===== src/rtl/syn_pkg.sv =====
// Shared types and defaults for the sync-frame scheduler.
package syn_pkg;

    typedef enum logic [1:0] {
        IDLE  = 2'd0,
        WAIT  = 2'd1,
        START = 2'd2,
        BUSY  = 2'd3
    } state_t;

    typedef enum logic {
        SRC_PPS = 1'b0,
        SRC_MAN = 1'b1
    } src_t;

    localparam int unsigned DEF_LOAD_DELAY = 80;
    localparam int unsigned DEF_TX_TIMEOUT = 1023;
    localparam int unsigned DEF_SEC_MAX    = 59;

    function automatic logic [7:0] sec_next(input logic [7:0] s, input logic [7:0] smax);
        return (s == smax) ? '0 : s + 8'd1;
    endfunction

endpackage


===== src/rtl/sec_counter.sv =====
// Broadcast seconds counter with host load, wrap at SEC_MAX, PPS pending flag
// and overrun detection.
module sec_counter
    import syn_pkg::*;
#(
    parameter int unsigned SEC_MAX = DEF_SEC_MAX
) (
    input  logic       clk_10M,
    input  logic       rst_n,
    input  logic       hz,
    input  logic       sec_load,
    input  logic [7:0] sec_load_val,
    input  logic       pps_take,
    input  logic       pps_inflight,
    output logic [7:0] second,
    output logic       pps_pend,
    output logic       err_overrun
);

    logic [7:0] second_q, second_d;
    logic       pps_pend_q, pps_pend_d;
    logic       overrun_q, overrun_d;

    always_comb begin
        second_d   = second_q;
        pps_pend_d = pps_pend_q;
        if (sec_load) begin
            second_d = sec_load_val;
        end else if (hz) begin
            second_d = sec_next(second_q, 8'(SEC_MAX));
        end
        if (pps_take) begin
            pps_pend_d = 1'b0;
        end
        // a new hz always re-arms, even in the cycle the previous one is taken
        if (hz) begin
            pps_pend_d = 1'b1;
        end
        overrun_d = hz & (pps_pend_q | pps_inflight);
    end

    always_ff @(posedge clk_10M or negedge rst_n) begin
        if (!rst_n) begin
            second_q   <= '0;
            pps_pend_q <= 1'b0;
            overrun_q  <= 1'b0;
        end else begin
            second_q   <= second_d;
            pps_pend_q <= pps_pend_d;
            overrun_q  <= overrun_d;
        end
    end

    assign second      = second_q;
    assign pps_pend    = pps_pend_q;
    assign err_overrun = overrun_q;

endmodule


===== src/rtl/syn_sched.sv =====
// Sync-frame scheduler: arbitrates PPS and manual frames, issues start strobes
// to the serial transmitter and supervises completion with a timeout.
module syn_sched
    import syn_pkg::*;
#(
    parameter int unsigned LOAD_DELAY = DEF_LOAD_DELAY,
    parameter int unsigned TX_TIMEOUT = DEF_TX_TIMEOUT,
    parameter int unsigned SEC_MAX    = DEF_SEC_MAX
) (
    input  logic       clk_10M,
    input  logic       rst_n,
    input  logic       hz,
    input  logic       sec_load,
    input  logic [7:0] sec_load_val,
    input  logic       man_req,
    input  logic [7:0] man_data,
    output logic       man_ack,
    input  logic       tx_busy,
    output logic       tx_start,
    output logic [7:0] tx_data,
    output logic [7:0] second,
    output logic [1:0] state,
    output logic       tx_done,
    output logic       err_timeout,
    output logic       err_overrun
);

    state_t      state_q, state_d;
    src_t        src_q, src_d;
    logic [7:0]  wait_cnt_q, wait_cnt_d;
    logic [11:0] tmo_cnt_q, tmo_cnt_d;
    logic        seen_busy_q, seen_busy_d;
    logic [7:0]  tx_data_q, tx_data_d;
    logic        tx_start_q, tx_start_d;
    logic        tx_done_q, tx_done_d;
    logic        err_timeout_q, err_timeout_d;
    logic        man_pend_q, man_pend_d;
    logic [7:0]  man_data_q, man_data_d;
    logic        man_ack_q, man_ack_d;

    logic        pps_pend;
    logic        pps_take;
    logic        pps_inflight;

    // PPS pending is consumed on acceptance so an hz during the frame re-arms it
    assign pps_take     = (state_q == IDLE) && pps_pend && !tx_busy;
    assign pps_inflight = (state_q != IDLE) && (src_q == SRC_PPS);

    sec_counter #(
        .SEC_MAX(SEC_MAX)
    ) u_sec_counter (
        .clk_10M     (clk_10M),
        .rst_n       (rst_n),
        .hz          (hz),
        .sec_load    (sec_load),
        .sec_load_val(sec_load_val),
        .pps_take    (pps_take),
        .pps_inflight(pps_inflight),
        .second      (second),
        .pps_pend    (pps_pend),
        .err_overrun (err_overrun)
    );

    always_comb begin
        state_d       = state_q;
        src_d         = src_q;
        wait_cnt_d    = wait_cnt_q;
        tmo_cnt_d     = tmo_cnt_q;
        seen_busy_d   = seen_busy_q;
        tx_data_d     = tx_data_q;
        tx_start_d    = 1'b0;
        tx_done_d     = 1'b0;
        err_timeout_d = 1'b0;
        man_pend_d    = man_pend_q;
        man_data_d    = man_data_q;
        man_ack_d     = man_req && !man_pend_q;

        if (man_ack_d) begin
            man_pend_d = 1'b1;
            man_data_d = man_data;
        end

        case (state_q)
            IDLE: begin
                if (pps_take) begin
                    state_d    = WAIT;
                    src_d      = SRC_PPS;
                    wait_cnt_d = '0;
                end else if (man_pend_q && !tx_busy) begin
                    state_d    = START;
                    src_d      = SRC_MAN;
                    tx_data_d  = man_data_q;
                    tx_start_d = 1'b1;
                end
            end
            WAIT: begin
                if (wait_cnt_q == 8'(LOAD_DELAY - 1)) begin
                    state_d    = START;
                    tx_data_d  = second;
                    tx_start_d = 1'b1;
                end else begin
                    wait_cnt_d = wait_cnt_q + 8'd1;
                end
            end
            START: begin
                state_d     = BUSY;
                tmo_cnt_d   = '0;
                seen_busy_d = 1'b0;
            end
            BUSY: begin
                seen_busy_d = seen_busy_q | tx_busy;
                tmo_cnt_d   = tmo_cnt_q + 12'd1;
                if (seen_busy_q && !tx_busy) begin
                    state_d   = IDLE;
                    tx_done_d = 1'b1;
                    if (src_q == SRC_MAN) begin
                        man_pend_d = 1'b0;
                    end
                end else if (tmo_cnt_q == 12'(TX_TIMEOUT - 1)) begin
                    state_d       = IDLE;
                    err_timeout_d = 1'b1;
                    if (src_q == SRC_MAN) begin
                        man_pend_d = 1'b0;
                    end
                end
            end
            default: state_d = IDLE;
        endcase
    end

    always_ff @(posedge clk_10M or negedge rst_n) begin
        if (!rst_n) begin
            state_q       <= IDLE;
            src_q         <= SRC_PPS;
            wait_cnt_q    <= '0;
            tmo_cnt_q     <= '0;
            seen_busy_q   <= 1'b0;
            tx_data_q     <= '0;
            tx_start_q    <= 1'b0;
            tx_done_q     <= 1'b0;
            err_timeout_q <= 1'b0;
            man_pend_q    <= 1'b0;
            man_data_q    <= '0;
            man_ack_q     <= 1'b0;
        end else begin
            state_q       <= state_d;
            src_q         <= src_d;
            wait_cnt_q    <= wait_cnt_d;
            tmo_cnt_q     <= tmo_cnt_d;
            seen_busy_q   <= seen_busy_d;
            tx_data_q     <= tx_data_d;
            tx_start_q    <= tx_start_d;
            tx_done_q     <= tx_done_d;
            err_timeout_q <= err_timeout_d;
            man_pend_q    <= man_pend_d;
            man_data_q    <= man_data_d;
            man_ack_q     <= man_ack_d;
        end
    end

    assign state       = state_q;
    assign tx_start    = tx_start_q;
    assign tx_data     = tx_data_q;
    assign tx_done     = tx_done_q;
    assign err_timeout = err_timeout_q;
    assign man_ack     = man_ack_q;

endmodule


===== config.mk =====
export PLATFORM = sky130hd
export DESIGN_NAME = syn_sched
export DESIGN_NICKNAME = d
export VERILOG_FILES = /design/src/rtl/syn_pkg.sv /design/src/rtl/sec_counter.sv /design/src/rtl/syn_sched.sv
export SDC_FILE = /design/constraint.sdc
export NUM_CORES = 1
export LEC_CHECK = 0
export CORE_MARGIN = 1.5
export CORE_UTILIZATION = 65
export CTS_CLUSTER_SIZE = 20
export DETAILED_ROUTE_END_ITERATION = 12
export DONT_BUFFER_PORTS = 1
export GPL_TIMING_DRIVEN = 0
export PLACE_DENSITY = 0.86
export SYNTH_ARGS = -nofsm -noshare
export SYNTH_HDL_FRONTEND = slang
export SYNTH_SLANG_ARGS = --single-unit

===== constraint.sdc =====
create_clock -name clk_10M -period 3.8 [get_ports clk_10M]
set_input_delay 0.19 -clock clk_10M [delete_from_list [all_inputs] [get_ports clk_10M]]
set_output_delay 0.19 -clock clk_10M [all_outputs]
set_load 0.01 [all_outputs]

**Word level (Yosys, flattened, before mapping)**

Index checks and enable logic that the tools add are counted.

- Memory bits (writable): 0
- Bits in registers: 55
- Latch bits: 0
- Output and inout bits: 23
- Input bits: 22
- Memories: 0
- ROM bits: 0

- Reduce and logical (&&, ||, !) cells: 19
- Bitwise gates (word level): 4
- Divide/modulo/power cells: 0
- $mul: 0
- Shifts and indexed selects: 0
- Mux-type cells: 36
- Order comparisons: 0
- $add $sub $neg: 3
- Equality and inequality tests: 13

Operators with widths:

| cell | number |
|---|---|
| $mux 8 | 8 |
| $pmux 8 s2 | 2 |
| $pmux 12 s2 | 1 |
| $mux 1 | 17 |
| $add 8x1->8 const B | 2 |
| $add 12x1->12 const B | 1 |
| $eq 12x10->1 const B | 1 |
| $reduce_bool 2->1 | 6 |
| $mux 2 | 5 |
| $eq 8x6->1 const B | 1 |
| $eq 8x7->1 const B | 1 |
| $ne 2x2->1 const B | 4 |
| $pmux 2 s4 | 1 |
| $logic_and 1x1->1 | 6 |
| $reduce_and 3->1 | 2 |
| $eq 2x2->1 const B | 2 |
| $pmux 1 s2 | 2 |
| $reduce_and 4->1 | 1 |
| $ne 3x2->1 const B | 1 |
| $ne 3x3->1 const B | 1 |
| $eq 2x1->1 const B | 1 |
| $logic_not 1->1 | 2 |
| $logic_not 2->1 | 1 |
| $ne 2x1->1 const B | 1 |
| other kinds (4) | 5 |

**Logic depth before layout (Yosys ltp)**

Gate-level depths: netlist (run 1).

- Depth after elaboration: 7
- Mapped depth: 7
- Gate-level depth less buffers: 6

**Cells and area by module**

A second synthesis (run 1) with hierarchy kept.

- Cell total of the unflattened synthesis: 251
- Area, all modules: 2752.6 um^2

By module, submodules not included:

| module | instances | cells each | sequential area each (um^2) | area an instance (um^2) |
|---|---|---|---|---|
| syn_sched | 1 | 194 | 1126.1 | 2209.6 |
| sec_counter | 1 | 57 | 250.2 | 543.0 |

**Least setup slack after synthesis (run 1)**

Ideal clock, no wire load.

- Path type: register to register
- Start: register state_q[0], in the netlist state[0]
- End: register wait_cnt_q[7]
- Data arrival time: 1789 ps
- Cell stages (with the launch flop): 8
- Clock period less this slack: 1866 ps
- Library setup time: 77 ps
- Path slack: 1934 ps
- Required time: 3723 ps
- Path through: dfrtp_1 > inv_1 > ha_1 > buf_2 > nor2b_2 > o211ai_4 > or4_1 > a21oi_1

- Longest elaborated chain between the ends: 5

Ends and longest elaborated chain:

| element | RTL line | source |
|---|---|---|
| from (decl) | syn_sched.sv:28 | `state_t state_q, state_d;` |
| from (signal assigned) | syn_sched.sv:146 | `state_q <= state_d;` |
| $logic_not 2->1 | syn_sched.sv:46, syn_sched.sv:83 |  |
| $logic_and 1x1->1 (2 in a row) | syn_sched.sv:46 | `assign pps_take = (state_q == IDLE) && pps_pend && !tx_busy;` |
| $ne 2x2->1 (no line) | n/a |  |
| $reduce_and 3->1 (no line) | n/a |  |
| to (signal assigned) | syn_sched.sv:148 | `wait_cnt_q <= wait_cnt_d;` |
| to (decl) | syn_sched.sv:30 | `logic [7:0] wait_cnt_q, wait_cnt_d;` |

Parallel ways exist; a longest one is shown, timed or not.
A chain may end at the register's enable or synchronous reset.

**Worst setup path in the final report (run 1)**

- Start: register state_q[0], in the netlist state[0]
- End: register tx_data_q[7], in the netlist tx_data[7]

- Longest elaborated chain between the ends: 5

Ends and longest elaborated chain:

| element | RTL line | source |
|---|---|---|
| $logic_not 2->1 | syn_sched.sv:46, syn_sched.sv:83 |  |
| $logic_and 1x1->1 (2 in a row) | syn_sched.sv:46 |  |
| $ne 2x2->1 (no line) | n/a |  |
| $reduce_and 4->1 (no line) | n/a |  |
| to (signal assigned) | syn_sched.sv:151 | `tx_data_q <= tx_data_d;` |
| to (decl) | syn_sched.sv:33 | `logic [7:0] tx_data_q, tx_data_d;` |

Parallel ways exist; a longest one is shown, timed or not.

==> impl_metrics.yaml, run 1 <==
global_routing:
  grt-ovfl-total: 0
  use_met1: 0.3311
  busiest_layer: "met2"
  grtUsageMet2: 0.4006
  grt_max_degree: 56
  met3_usage: 0.05669
  first_global_vias: 1991
  grt_use_total: 0.2459
  antenna_found_initial: 0
  grt_pass1_wl_um: 9535
routing:
  drt_iter0_drc: 166
  vias_per_cell: 6.231
  firstDrtPassIters: 4
  num_vias: 2075
  drt_wl_total_um: 5613
  antenna_left: 0
  wl_per_cell_um: 16.86
  drc: 0
sta:
  fmax_mhz: 453.5
  report.final.slew_viol_count: 0
  fin_crit_ns: 2.205
  skew_ns: 0.01023
  hold-worst-slack_ns: 0.004477
  tns_ns: 0
  worst_pin_slew_ns: 0.8523
  period_share: 0.5803
  hold_violations: 0
  max_slew_margin: 0.4238
  setup_viol: 0
  rsz0062_at_grt: "no"
critical_path:
  critical_path_class: "reg -> reg"
  crit_slowest_cell: "dfrtp_1"
  reg2reg_depth: 7
  path_common_cell: "inv_1"
  worst-path-max-fanout: 9
  critPathArrivalTime_ns: 2.41
  path_cells: "inv_1 -> ha_1 -> buf_2 -> inv_1 -> nor4b_2 -> o21ai_2 -> mux2_2"
  worst_setup_path_start_kind: "register"
  worstPathRequired_ns: 4.01
  worstSetupEndpointType: "register"
  slowest_delay_ns: 0.47
min_path:
  hold_depth: 2
  hold_class: "in -> reg"
yosys:
  yosys.area_share.adder: 0.03922
  muxShareOfSynthArea: 0.1294
  synth_area_sq_um: 2872
  netlist_instances: 267
  synth_edf_count: 0
  synth_top_family_by_area: "simple AND/OR/NAND/NOR gates"
  synth-simple-area-share: 0.1786
  synth_xor_area_frac: 0.006100
  ys_warn_count: 0
  synth_ff_type: "dfrtp_1"
  synth_cell_types: 55
  avgSynthCellArea_sq_um: 10.75
  ys_seq_elements: 55
  yosysSeqAreaShare: 0.4793
  async_flop_share: 1.000
  syn-num-nets: 298
  synth_compound_area_frac: 0.1386
clock_tree:
  root_buffer: "clkbuf_8"
  cts_resized: 0
  clkSlewWorstSetupHoldPaths_ns: 0.09
  htree_levels: 2
  numClockSinks: 55
  clock_latency_ns: 0.31
  cts_made_buffers: 5
  cts_tree: "done"
  max-clock-path-buffers: 2
finish:
  drive_gt1_frac: 0.1661
  antenna_cells: 0
  nNetsFinal: 313
  fin_cells: 333
  final_cell_area_sq_um: 3127
  layout_common_cells: "dfrtp_1, nand2_1, mux2_2"
  mostFrequentLayoutCell: "dfrtp_1"
  fillers: 286
  final_util: 0.7598
  area_growth_pct: 8.889
power_and_ir_drop:
  ir_worst_vdd_v: 0.0001534
  p_sw_mw: 0.2486
  p_int_mw: 0.7894
  sequentialPowerShare: 0.605
  swShare: 0.2395
  combinationalPowerShare: 0.071
  leakage_nw: 1.373
  clock_power_share: 0.325
  power_density_nw_per_um2: 332.0
die:
  io_pins: 45
  die_y_um: 69.47
  start_util: 0.6978
  die_x_um: 69.47
  core_sq_um: 4115
  dieArea_sq_um: 4825
  rows: 23
place:
  placed_cell_area_sq_um: 2934
  dp_cells: 317
  place.gp.congestion: 0.7921
  dpl.hpwl_um: 3904
  port_buffers: 0
job:
  cap_violations: 0
run_status:
  status: "finished, final reports clean"
==> worst max-delay path: cells and delay by family (launching register included) <==
| family | cells | cell delay (ns) |
|---|---|---|
| AO/OA/AOI/OAI | 1 | 0.47 |
| adder cells (fa/ha/maj) | 1 | 0.22 |
| buffers and inverters | 3 | 0.45 |
| flip-flops | 1 | 0.47 |
| multiplexers | 1 | 0.40 |
| AND/OR/NAND/NOR | 1 | 0.09 |
==> stage by stage <==
stage | power, mW | worst slack, ns
finish | 1.038 | 1.595
CTS | 1.043 | 1.601
global route | 1.075 | 1.470
floorplan | 0.6767 | 1.934
global placement | 0.6863 | 1.677
detailed placement | 0.6905 | 1.637
==> path summary, 6_finish.rpt <==
check,startpoint,to,slack (ns)
max,state[0],tx_data[7],1.59
max in group asynchronous,rst_n,wait_cnt_q[1],3.17
min,sec_load_val[2],u_sec_counter.second[2],0.004
max reg2reg,state[0],tx_data[7],1.59
min in group asynchronous,rst_n,wait_cnt_q[7],0.39
min reg2reg,tmo_cnt_q[7],tmo_cnt_q[7],0.49
==> power by group through the flow <==
| stage | clock network [mW] | logic, mW | registers, mW |
|---|---|---|---|
| after floorplan | 0 | 0.0437 | 0.633 |
| after global placement | 0 | 0.0486 | 0.638 |
| after detailed placement | 0 | 0.0512 | 0.639 |
| after CTS | 0.342 | 0.0734 | 0.627 |
| after global routing | 0.362 | 0.0828 | 0.631 |
| final | 0.337 | 0.0735 | 0.628 |
==> Yosys cell counts, types with 2 or more instances <==
cell type / number / area share
a31oi_1: 2 / 0.0044
nand3_1: 6 / 0.010
a21oi_1: 14 / 0.024
a2bb2oi_1: 2 / 0.0061
nand4b_1: 2 / 0.0061
mux2_2: 24 / 0.094
and3_1: 5 / 0.011
nand4_1: 5 / 0.011
mux2i_1: 9 / 0.031
nor2_1: 14 / 0.018
or4_1: 5 / 0.013
o211ai_1: 3 / 0.0078
nor2b_1: 4 / 0.0087
inv_1: 12 / 0.016
o31ai_1: 6 / 0.016
clkbuf_1: 6 / 0.0078
a211oi_1: 2 / 0.0052
buf_2: 3 / 0.0052
xor2_1: 2 / 0.0061
o21ai_0: 13 / 0.023
dfrtp_1: 55 / 0.48
nor3_1: 5 / 0.0087
nand2b_1: 5 / 0.011
ha_1: 9 / 0.039
nand2_1: 24 / 0.031
==> what timing repair did <==
item | in CTS | in global routing
buffers inserted | 0 | 0
endpoints found under the hold margin | 61 | 0
setup endpoints to repair | 0 | 0
hold buffers | 8 | 0
==> cell type report <==
type | count | area, sq um | share of cell area
plain buffers | 9 | 37.54 | 0.01200
clock buffers | 7 | 86.33 | 0.02761
clock inverters | 1 | 8.758 | 0.002801
inverters | 12 | 45.04 | 0.01441
multi-input cells | 191 | 1413 | 0.4518
flip-flops and latches | 55 | 1376 | 0.4402
well taps | 50 | 62.56 | 0.02001
repair buffers | 8 | 97.59 | 0.03121
==> logic make-up (layout without fill, tap and decap cells) <==
| kind of cell | Yosys count | in the layout |
|---|---|---|
| compound gates | 58 | 58 |
| xor+xnor | 2 | 2 |
| fa+ha+maj | 9 | 9 |
| buf+inv | 21 | 37 |
| flops | 55 | 55 |
| mux | 34 | 34 |
| simple gates | 88 | 88 |
==> registers in the layout, indices dropped and copies added (netlist names) <==
register and count:
man_pend_q 1, u_sec_counter.err_overrun 1, man_data_q 8, seen_busy_q 1, src_q 1, tx_done 1, err_timeout 1, wait_cnt_q 8
tx_data 8, u_sec_counter.pps_pend 1, u_sec_counter.second 8, state 2, tmo_cnt_q 12, man_ack 1, tx_start 1
==> metal layers <==
metal | routed length (um) | vias up
met2 | 2769 | 48
met1 | 2533 | 1008
met3 | 242 | 7
met5 | 0 | -
li1 | - | 1012
met4 | 68 | 0
Note: power is estimated with default switching activity, not from simulation.
==> run 2: changes to the inputs <==
- CORE_UTILIZATION: 65 -> 63
- PLACE_DENSITY: 0.86 -> 0.84
- clock period: 3.8 -> 2.17 ns (I/O delays scaled with it)
==> run 2 against run 1 <==
Net effect: clock skew increased by 0.0019 ns; sequential share of layout area shrank 3.1 points; cell area up 7.7%; die area is 3.0% higher; hold slack better by 0.033 ns; worst setup slack lost 1.5 ns; critical path type unchanged; critical endpoint is now wait_cnt_q[7]; largest cell class unchanged.
==> impl_metrics.yaml, run 2 (same netlist as run 1, synthesis figures left out) <==
sta:
  skew_ns: 0.01211
  report.final.slew_viol_count: 0
  fin_crit_ns: 2.046
  worst_pin_slew_ns: 0.6219
  fmax_mhz: 488.8
  period_share: 0.9427
  hold_violations: 0
  tns_ns: 0
  max_slew_margin: 0.5854
  setup_viol: 0
die:
  start_util: 0.6550
  rows: 24
  die_y_um: 70.51
  dieArea_sq_um: 4972
  io_pins: 45
  die_x_um: 70.51
  core_sq_um: 4384
routing:
  drc: 0
  antenna_left: 0
  drt_wl_total_um: 6204
  vias_per_cell: 6.359
  wl_per_cell_um: 17.68
  num_vias: 2232
  drt_iter0_drc: 182
  firstDrtPassIters: 4
min_path:
  hold_depth: 2
  hold_start: "tx_busy"
  whs_endpoint: "tx_done"
  hold_class: "in -> reg"
finish:
  nNetsFinal: 329
  largest_reg_flops: 12
  drive_gt1_frac: 0.1806
  mostFrequentLayoutCell: "dfrtp_1"
  fillers: 267
  layout_common_cells: "dfrtp_1, nand2_1, mux2_2"
  seqCellArea_sq_um: 1379
  antenna_cells: 0
  multi_input_area_sq_um: 1444
  top_register: "tmo_cnt_q"
  final_cell_area_sq_um: 3368
  area_growth_pct: 17.30
global_routing:
  grt_pass1_wl_um: 10270
  grt_max_degree: 56
  first_global_vias: 2135
  grt_use_total: 0.2598
  antenna_found_initial: 0
  grt-ovfl-total: 0
job:
  cap_violations: 0
clock_tree:
  cts_made_buffers: 5
  numClockSinks: 55
  root_buffer: "clkbuf_8"
  clock_latency_ns: 0.31
  max-clock-path-buffers: 2
  htree_levels: 2
  cts_tree: "done"
  clkSlewWorstSetupHoldPaths_ns: 0.09
critical_path:
  reg2reg_depth: 7
  rrSetupSlack_ns: 0.12
  worst_setup_path_start_kind: "register"
  r2r_start: "state[0]"
  worst-path-max-fanout: 9
  r2r-end: "wait_cnt_q[7]"
  critical_path_class: "reg -> reg"
  critPathArrivalTime_ns: 2.28
  worstSetupEndpointType: "register"
  worstPathRequired_ns: 2.41
place:
  dpl.hpwl_um: 3811
  placed_cell_area_sq_um: 2937
  port_buffers: 0
  place.gp.congestion: 0.8440
power_and_ir_drop:
  leakage_nw: 1.481
  power_density_nw_per_um2: 606.6
  ir_worst_vdd_v: 0.0004662
run_status:
  status: "finished, final reports clean"
==> run 2: changes by cell type in the layout (fill, tap and decap cells not counted), moves of 2 or more <==
cell           delta
buf_4             +2
bufinv_16         +2
dfrtp_1           -2
dfrtp_2           +2
dlygate4sd3_1    +13
==> run 2: repair_timing <==
action / CTS / global route
setup buffers: 0 / 3
pin swaps: 0 / 1
hold buffers: 21 / 0
endpoints found under the setup margin: 4 / 14
resized for setup: 0 / 8
endpoints found under the hold margin: 74 / 0
==> run 2: final cells by class <==
cell class | count | share of cell area
clock buffer | 6 | 0.02155
multi-input combinational | 191 | 0.4287
tap | 52 | 0.01932
buffer | 9 | 0.01189
clock inverter | 2 | 0.01783
sequential | 55 | 0.4094
timing repair buffer | 24 | 0.07801
inverter | 12 | 0.01337
==> run 2: critical path, stage by stage (launching register included) <==
cell and delay [ns]:
dfrtp_2 0.46, inv_1 0.13, ha_1 0.15, clkbuf_4 0.20, and3b_2 0.29, o211ai_4 0.11, or4_1 0.48, a21oi_1 0.15
==> run 2: per-stage QoR <==
stage          utilization  total power [mW]  instances  hold slack [ns]  worst slack [ns]
5_1_grt             0.7683             2.115        351          0.02577          -0.01402
2_1_floorplan            -             1.185        267          -0.1871            0.3035
3_5_place_dp        0.6698             1.209        319          -0.1856          0.006425
3_3_place_gp        0.6698             1.202        319          -0.1856           0.03713
4_1_cts             0.7520             2.044        348          0.02321          -0.01417
6_report            0.7683             2.043        351          0.03743            0.1243
==> run 2: per-layer routing <==
metal | global-route usage | vias up | routed length [um]
li1 | - | 1051 | -
met1 | 0.3494 | 1086 | 2569
met2 | 0.4182 | 79 | 3190
met3 | 0.05628 | 16 | 327
met4 | 0.09402 | 0 | 117
met5 | 0 | - | 0
==> run 2: where the power goes <==
part | internal [mW] | total [mW] | switching, mW | leakage, nW
clock | 0.461 | 0.787 | 0.326 | 0.0654
sequential | 1.06 | 1.10 | 0.0447 | 0.701
combinational | 0.0786 | 0.154 | 0.0754 | 0.715
==> run 2: worst max-delay path by stage <==
stage                    end     start  slack [ns]
5_1_grt           tx_data[1]  state[0]       -0.01
3_5_place_dp      tx_data[1]  state[0]       0.006
6_report       wait_cnt_q[7]  state[0]        0.12
4_1_cts           tx_data[1]  state[0]       -0.01
3_3_place_gp      tx_data[1]  state[0]        0.04
2_1_floorplan  wait_cnt_q[7]  state[0]        0.30
==> run 3: changes to the inputs <==
- CORE_MARGIN: 1.5 -> unset
- RECOVER_POWER: unset -> 100
==> run 3 against run 2 <==
Net effect: hold slack got worse by 0.0068 ns; via count fell by 3.6%; first-iteration DRC count decreased by 37%; die area decreased by 2.8%; worst setup slack lost 0.011 ns; total power down 12%; count of clock-buffer cells in the layout shrank 1; critical path type unchanged; highest routed layer unchanged.
==> impl_metrics.yaml, run 3 (same netlist as run 1, synthesis figures left out) <==
run_status:
  status: "finished, final reports clean"
sta:
  report.final.slew_viol_count: 0
  tns_ns: 0
  period_share: 0.9478
  fin_crit_ns: 2.057
  setup_ws_ns: 0.1134
  hold_violations: 0
  fmax_mhz: 486.2
  rsz0062_at_grt: "no"
  worst_pin_slew_ns: 1.348
  skew_ns: 0.009460
  max_slew_margin: 0.1013
  setup_viol: 0
die:
  die_x_um: 69.51
  io_pins: 45
  die_y_um: 69.51
  start_util: 0.6595
  dieArea_sq_um: 4832
  rows: 24
  core_sq_um: 4354
clock_tree:
  clkSlewWorstSetupHoldPaths_ns: 0.09
  clock_latency_ns: 0.31
  numClockSinks: 55
  cts_made_buffers: 5
  max-clock-path-buffers: 2
  root_buffer: "clkbuf_8"
  cts_tree: "done"
  htree_levels: 2
routing:
  firstDrtPassIters: 4
  wl_per_cell_um: 17.49
  drt_iter0_drc: 115
  vias_per_cell: 6.184
  antenna_left: 0
  drt_wl_total_um: 6088
  drc: 0
  num_vias: 2152
place:
  placed_cell_area_sq_um: 2937
  dpl.hpwl_um: 3762
  port_buffers: 0
  dp_cells: 319
  dp_slack_ns: 0.02084
  place.gp.congestion: 0.7864
finish:
  layout_common_cells: "dfrtp_1, nand2_1, mux2_2"
  largest_reg_flops: 12
  antenna_cells: 0
  final_cell_area_sq_um: 3264
  top_register: "tmo_cnt_q"
  fillers: 284
  area_growth_pct: 13.68
  drive_gt1_frac: 0.1791
  nNetsFinal: 327
  fin_cells: 348
  mostFrequentLayoutCell: "dfrtp_1"
global_routing:
  grt_pass1_wl_um: 9998
  grt_max_degree: 56
  antenna_found_initial: 0
  grt-ovfl-total: 0
  grt_use_total: 0.2608
  first_global_vias: 2058
critical_path:
  r2r_start: "state[0]"
  worstSetupEndpointType: "register"
  critPathArrivalTime_ns: 2.29
  crit_start: "state[0]"
  worst-path-max-fanout: 9
  worstPathRequired_ns: 2.41
  worst_setup_path_start_kind: "register"
  critical_path_class: "reg -> reg"
min_path:
  hold_start: "tx_busy"
  hold_class: "in -> reg"
job:
  cap_violations: 0
power_and_ir_drop:
  power_mw: 1.789
  ir_worst_vdd_v: 0.0003472
  leakage_nw: 1.444
  power_density_nw_per_um2: 547.9
-- run 3: cell count changes in the layout (fill, tap and decap cells not counted) --
cell       previous run  this run
bufinv_16             2         0
dfrtp_1              53        51
dfrtp_2               2         4
buf_12                1         0
buf_16                1         0
buf_4                 2         1
clkbuf_1              7         6
clkbuf_2              0         1
clkinv_2              0         1
clkinv_4              0         1
nor4_1                0         1
nor4_2                1         0
-- run 3: layer usage --
metal  track usage  vias to the layer above  wire length (um)
met4       0.07710                        0                68
li1              -                     1030                 -
met5             0                        -                 0
met3       0.05959                        8               311
met2        0.4142                       64              2992
met1        0.3600                     1050              2716
-- run 3: path summary, 6_finish.rpt --
path / endpoint / cells past startpoint / slack (ns)
setup / recovery: wait_cnt_q[7] / 7 / 0.11
hold / removal: tx_done / 2 / 0.03
setup reg to reg: wait_cnt_q[7] / 7 / 0.11
hold reg to reg: tmo_cnt_q[11] / 1 / 0.49
max in group asynchronous: state[1] / 2 / 0.61
min in group asynchronous: tx_data[0] / 2 / 0.65
-- run 3: power breakdown --
part | internal, mW | switching [mW]
sequential | 1.06 | 0.0437
combinational | 0.0746 | 0.0705
clock | 0.221 | 0.320
-- run 3: metrics by stage --
step,util,hold WS (ns)
3_5_place_dp,0.6744,-0.1856
4_1_cts,0.7506,0.02148
2_1_floorplan,-,-0.1871
5_1_grt,0.7497,0.02067
3_3_place_gp,0.6744,-0.1854
6_report,0.7497,0.03058
-- run 3: area by class of cell --
class                      count  area (sq um)  area share
buffer                         9         40.04     0.01227
clock buffer                   5         68.82     0.02108
clock inverter                 2         13.76    0.004216
inverter                      12         45.04     0.01380
multi-input combinational    191          1438      0.4404
sequential                    55          1381      0.4231
tap                           52         65.06     0.01993
timing repair buffer          22         212.7     0.06516
-- run 3: what timing repair did --
action	4_1_cts	5_1_grt
gates resized for setup	3	8
hold endpoints to repair	74	0
buffers inserted	0	1
hold buffers	21	0
pin swaps	0	2
setup endpoints to repair	8	19
-- run 3: worst max-delay path: stages (launching register included) --
cell      delay, ns
dfrtp_2        0.46
inv_1          0.14
ha_1           0.16
clkbuf_4       0.20
and3b_2        0.30
o211ai_4       0.12
or4_1          0.48
a21oi_1        0.15
